## config.mk

```make
export PLATFORM = sky130hd
export DESIGN_NAME = cfs_synch_fifo
export DESIGN_NICKNAME = d
export VERILOG_FILES = /design/src/rtl/cfs_synch_fifo.sv
export SDC_FILE = /design/constraint.sdc
export NUM_CORES = 1
export LEC_CHECK = 0
export CAP_MARGIN = 10
export CORE_ASPECT_RATIO = 2
export CORE_UTILIZATION = 35
export CTS_BUF_LIST = sky130_fd_sc_hd__clkbuf_16
export CTS_CLUSTER_DIAMETER = 80
export CTS_CLUSTER_SIZE = 8
export DETAILED_ROUTE_END_ITERATION = 6
export PLACE_DENSITY = 0.52
export SLEW_MARGIN = 20
export SYNTH_ARGS = -nofsm -noshare
export SYNTH_HDL_FRONTEND = slang
export SYNTH_SLANG_ARGS = --single-unit
```

## constraint.sdc

```tcl
create_clock -name clk -period 4.61 [get_ports clk]
set_input_delay 1.383 -clock clk [delete_from_list [all_inputs] [get_ports clk]]
set_output_delay 1.383 -clock clk [all_outputs]
set_load 0.005 [all_outputs]
```

## src/rtl/cfs_synch_fifo.sv

```systemverilog
`default_nettype none
// ============================================================================
// Module   : cfs_synch_fifo
// Purpose  : Single-clock show-ahead FIFO with valid/ready on both sides.
// Revision : 1.0 - initial release
// ============================================================================
module cfs_synch_fifo #(
   parameter int DATA_WIDTH = 32,
   parameter int FIFO_DEPTH = 8
) (
   input  logic                          clk,
   input  logic                          reset_n,
   input  logic                          clr,
   input  logic                          push_valid,
   input  logic [DATA_WIDTH-1:0]         push_data,
   output logic                          push_ready,
   output logic                          pop_valid,
   output logic [DATA_WIDTH-1:0]         pop_data,
   input  logic                          pop_ready,
   output logic [$clog2(FIFO_DEPTH):0]   usage,
   output logic                          full,
   output logic                          empty
);

   localparam int               c_AW      = $clog2(FIFO_DEPTH);
   localparam logic [c_AW:0]    c_DEPTH   = (c_AW+1)'(FIFO_DEPTH);
   localparam logic [c_AW:0]    c_CNT_ONE = (c_AW+1)'(1);
   localparam logic [c_AW-1:0]  c_PTR_ONE = c_AW'(1);

   logic [DATA_WIDTH-1:0] r_mem [FIFO_DEPTH];
   logic [c_AW-1:0]       r_wr_ptr;
   logic [c_AW-1:0]       r_rd_ptr;
   logic [c_AW:0]         r_usage;

   logic w_full;
   logic w_empty;
   logic w_push;
   logic w_pop;

   // Status flags decode only the occupancy register, never the inputs.
   assign w_full  = (r_usage == c_DEPTH);
   assign w_empty = (r_usage == '0);
   assign w_push  = push_valid & ~w_full;
   assign w_pop   = pop_ready  & ~w_empty;

   always_ff @(posedge clk or negedge reset_n) begin
      if (!reset_n) begin
         r_wr_ptr <= '0;
         r_rd_ptr <= '0;
         r_usage  <= '0;
      end else if (clr) begin
         r_wr_ptr <= '0;
         r_rd_ptr <= '0;
         r_usage  <= '0;
      end else begin
         if (w_push) r_wr_ptr <= r_wr_ptr + c_PTR_ONE;
         if (w_pop)  r_rd_ptr <= r_rd_ptr + c_PTR_ONE;
         case ({w_push, w_pop})
            2'b10:   r_usage <= r_usage + c_CNT_ONE;
            2'b01:   r_usage <= r_usage - c_CNT_ONE;
            default: r_usage <= r_usage;
         endcase
      end
   end

   // Storage carries no reset; a flushed cycle must not write.
   always_ff @(posedge clk) begin
      if (w_push && !clr) r_mem[r_wr_ptr] <= push_data;
   end

   assign push_ready = ~w_full;
   assign pop_valid  = ~w_empty;
   assign pop_data   = r_mem[r_rd_ptr];
   assign usage      = r_usage;
   assign full       = w_full;
   assign empty      = w_empty;

endmodule
`default_nettype wire

```

==> results.json <==
{
  "outcome": "finished clean",
  "fin_cells": 924,
  "cp_cell_sequence": "buf_12 -> mux4_2 -> mux2_2 -> clkdlybuf4s50_1",
  "hpwl_um": 12400,
  "crit_family": "multiplexers",
  "clk_pin_slew_worst_paths_ps": 50,
  "p_leak_nw": 4.033,
  "rsz0062_at_grt": "false",
  "numClockSinks": 266,
  "die_h_um": 245.0,
  "syn_area_mm2": 0.01034,
  "ant_nets": 0,
  "final-setup-viol-count": 0,
  "antenna_found_initial": 1,
  "ys_top_cells_by_area": "edfxtp_1 74%, mux4_2 14%, mux2_2 3.5%",
  "crit_type": "flop to primary output",
  "synth_top_cell_area_share": 0.7436,
  "grt_pass1_vias": 5509,
  "num_rows": 88,
  "ios": 77,
  "synth_cell_type_count": 36,
  "htree_levels": 2,
  "post-cts-setup-buffers": 0,
  "nNetsFinal": 597,
  "power_mw": 6.793,
  "hp-start": "r_wr_ptr[0]",
  "yosysWarnings": 0,
  "wl_um": 21420,
  "min_period_ps": 4153,
  "critPathBufInv": 2,
  "powerDensity_mw_per_mm2": 534.0,
  "clkLatencyLatePin_ps": 510,
  "yosysMostFrequentCell": "edfxtp_1",
  "r2r-start": "usage[0]",
  "slew-limit-headroom": 0.6063,
  "post-synth-top-area-cell": "edfxtp_1",
  "viasPerCell": 5.171,
  "ctsLongestPathBuffers": 3,
  "grt_max_degree": 57,
  "syn_avg_cell_area_um2": 23.18,
  "layout-drive-gt1-share": 0.2984,
  "hold_buffers": 0,
  "fin_util": 0.4393,
  "ys_async_sr_fraction": 0.03759,
  "max-vdd-ir-drop_mv": 0.2634,
  "cpPeakStageDelay_ps": 600,
  "synth_flop_cell": "edfxtp_1",
  "synth_edf_count": 256,
  "ys_seq_area_frac": 0.7679,
  "syn_inst": 446,
  "crit_required_ps": 3230,
  "die_x_um": 123.5,
  "seq_area_mm2": 0.007944,
  "cpMaxStageDelayCell": "dfrtp_4",
  "cp_max_fo": 31,
  "synth_common_cells": "256 x edfxtp_1, 64 x mux4_2, 32 x mux2_2, 15 x nor2_1, 10 x dfrtp_1",
  "fin_crit_sh": 0.9009,
  "start_util": 0.3570,
  "worst_ep_arrival_time_ps": 2770,
  "gr-total-overflow": 0,
  "multi_input_area_mm2": 0.002313,
  "wire_per_inst_um": 23.18,
  "cp-end-kind": "primary output",
  "cts_root_buf": "clkbuf_16",
  "clock-skew-final_ps": 9.766,
  "startpoint": "r_rd_ptr[0]",
  "syn_to_final_growth_pct": 23.06,
  "critPathLaunchType": "flop",
  "cap_violations": 0,
  "nFillCells": 2439,
  "fmax_mhz": 240.8,
  "track_usage": 0.1522,
  "gp_congestion": 0.7086,
  "slew_viol_final": 0,
  "dr.first_iter.drc_count": 201,
  "numCtsBuffers": 39,
  "synth_seq_cells": 266,
  "drc": 0,
  "dp_cells": 874,
  "dieArea_mm2": 0.03027,
  "syn_nets": 488,
  "core_area_mm2": 0.02896,
  "worst_slew_pin_slew_ps": 590.6,
  "dr_total_vias": 4778,
  "cts_tree": "built",
  "grt_pass1_wl_um": 33110,
  "firstDrtPassIters": 4,
  "io_buffers": 76,
  "hp-class": "flop to flop",
  "hold_viol_final": 0,
  "cts_resized": 0,
  "final.setup.tns_ps": 0
}
## logic make-up after synthesis
family,after synthesis,share of synthesized area
XOR/XNOR,6,0.005084
multiplexers,100,0.1782
AND/OR/NAND/NOR,37,0.01961
buffers and inverters,23,0.01428
flip-flops,266,0.7679
adder cells (fa/ha/maj),5,0.006778
AO/OA/AOI/OAI,9,0.008230
## routing by layer
| metal | vias up | global-route usage | part of all wire |
|---|---|---|---|
| li1 | 2086 | - | - |
| met1 | 2565 | 0.1629 | 0.36 |
| met2 | 91 | 0.2859 | 0.58 |
| met3 | 36 | 0.02161 | 0.031 |
| met4 | 0 | 0.06981 | 0.033 |
| met5 | - | 0 | 0 |
## final timing paths
check / endpoint / slack, ps / depth (start not counted)
max: pop_data[2] / 460 / 4
min in group asynchronous: r_rd_ptr[2] / 1200 / 1
max in group asynchronous: r_rd_ptr[0] / 3060 / 1
min: r_wr_ptr[0] / 630 / 2
min reg2reg: r_wr_ptr[0] / 630 / 2
max reg2reg: usage[3] / 1580 / 7
## registers in the layout, indices dropped and copies added (netlist names)
signal and flops:
usage 4, r_wr_ptr 3, r_rd_ptr 3, r_mem 256
## per-stage QoR
stage | hold slack (ps) | cell area (um2) | worst slack (ps)
after CTS | 630.5 | 12720 | 377.6
after global routing | 699.9 | 12720 | 336.3
final | 631.0 | 12720 | 457.0
after global placement | 604.5 | 11660 | 838.5
after floorplan | 552.2 | 10340 | 173.3
after detailed placement | 618.9 | 11660 | 801.1
## worst min-delay path: cells and delay by family (launching register included)
family	cells	cell delay, ps
XOR/XNOR	1	90
flip-flops	1	410
AND/OR/NAND/NOR	1	80
## area by class of cell
class,instances,share of cell area
clock inverter,9,0.004426
timing repair buffer,89,0.07436
sequential,266,0.6245
multi-input combinational,157,0.1819
tap,360,0.03541
clock buffer,40,0.07869
antenna,1,0.0001967
inverter,2,0.0005901
## where the power goes
group | total [mW] | switching, mW | internal (mW)
combinational | 1.46 | 0.580 | 0.877
clock | 2.47 | 0.943 | 1.53
sequential | 2.86 | 0.108 | 2.76
total | 6.79 | 1.63 | 5.16
## cells in the final DEF (no fill, tap or decap), types with 2 or more instances in the layout
cell / n
and3_1: 2
buf_12: 7
nand2_1: 2
nand2b_1: 2
mux2_2: 32
ha_1: 4
nor2_4: 6
mux4_2: 64
clkbuf_16: 40
xor2_1: 3
edfxtp_1: 256
nand3_1: 2
clkdlybuf4s50_1: 76
inv_1: 8
buf_4: 6
dfrtp_2: 2
a21oi_1: 3
mux2i_1: 4
nor2_1: 9
nor3_1: 3
xnor2_1: 3
dfrtp_1: 7
No activity file was read; power rests on OpenSTA's default activity.
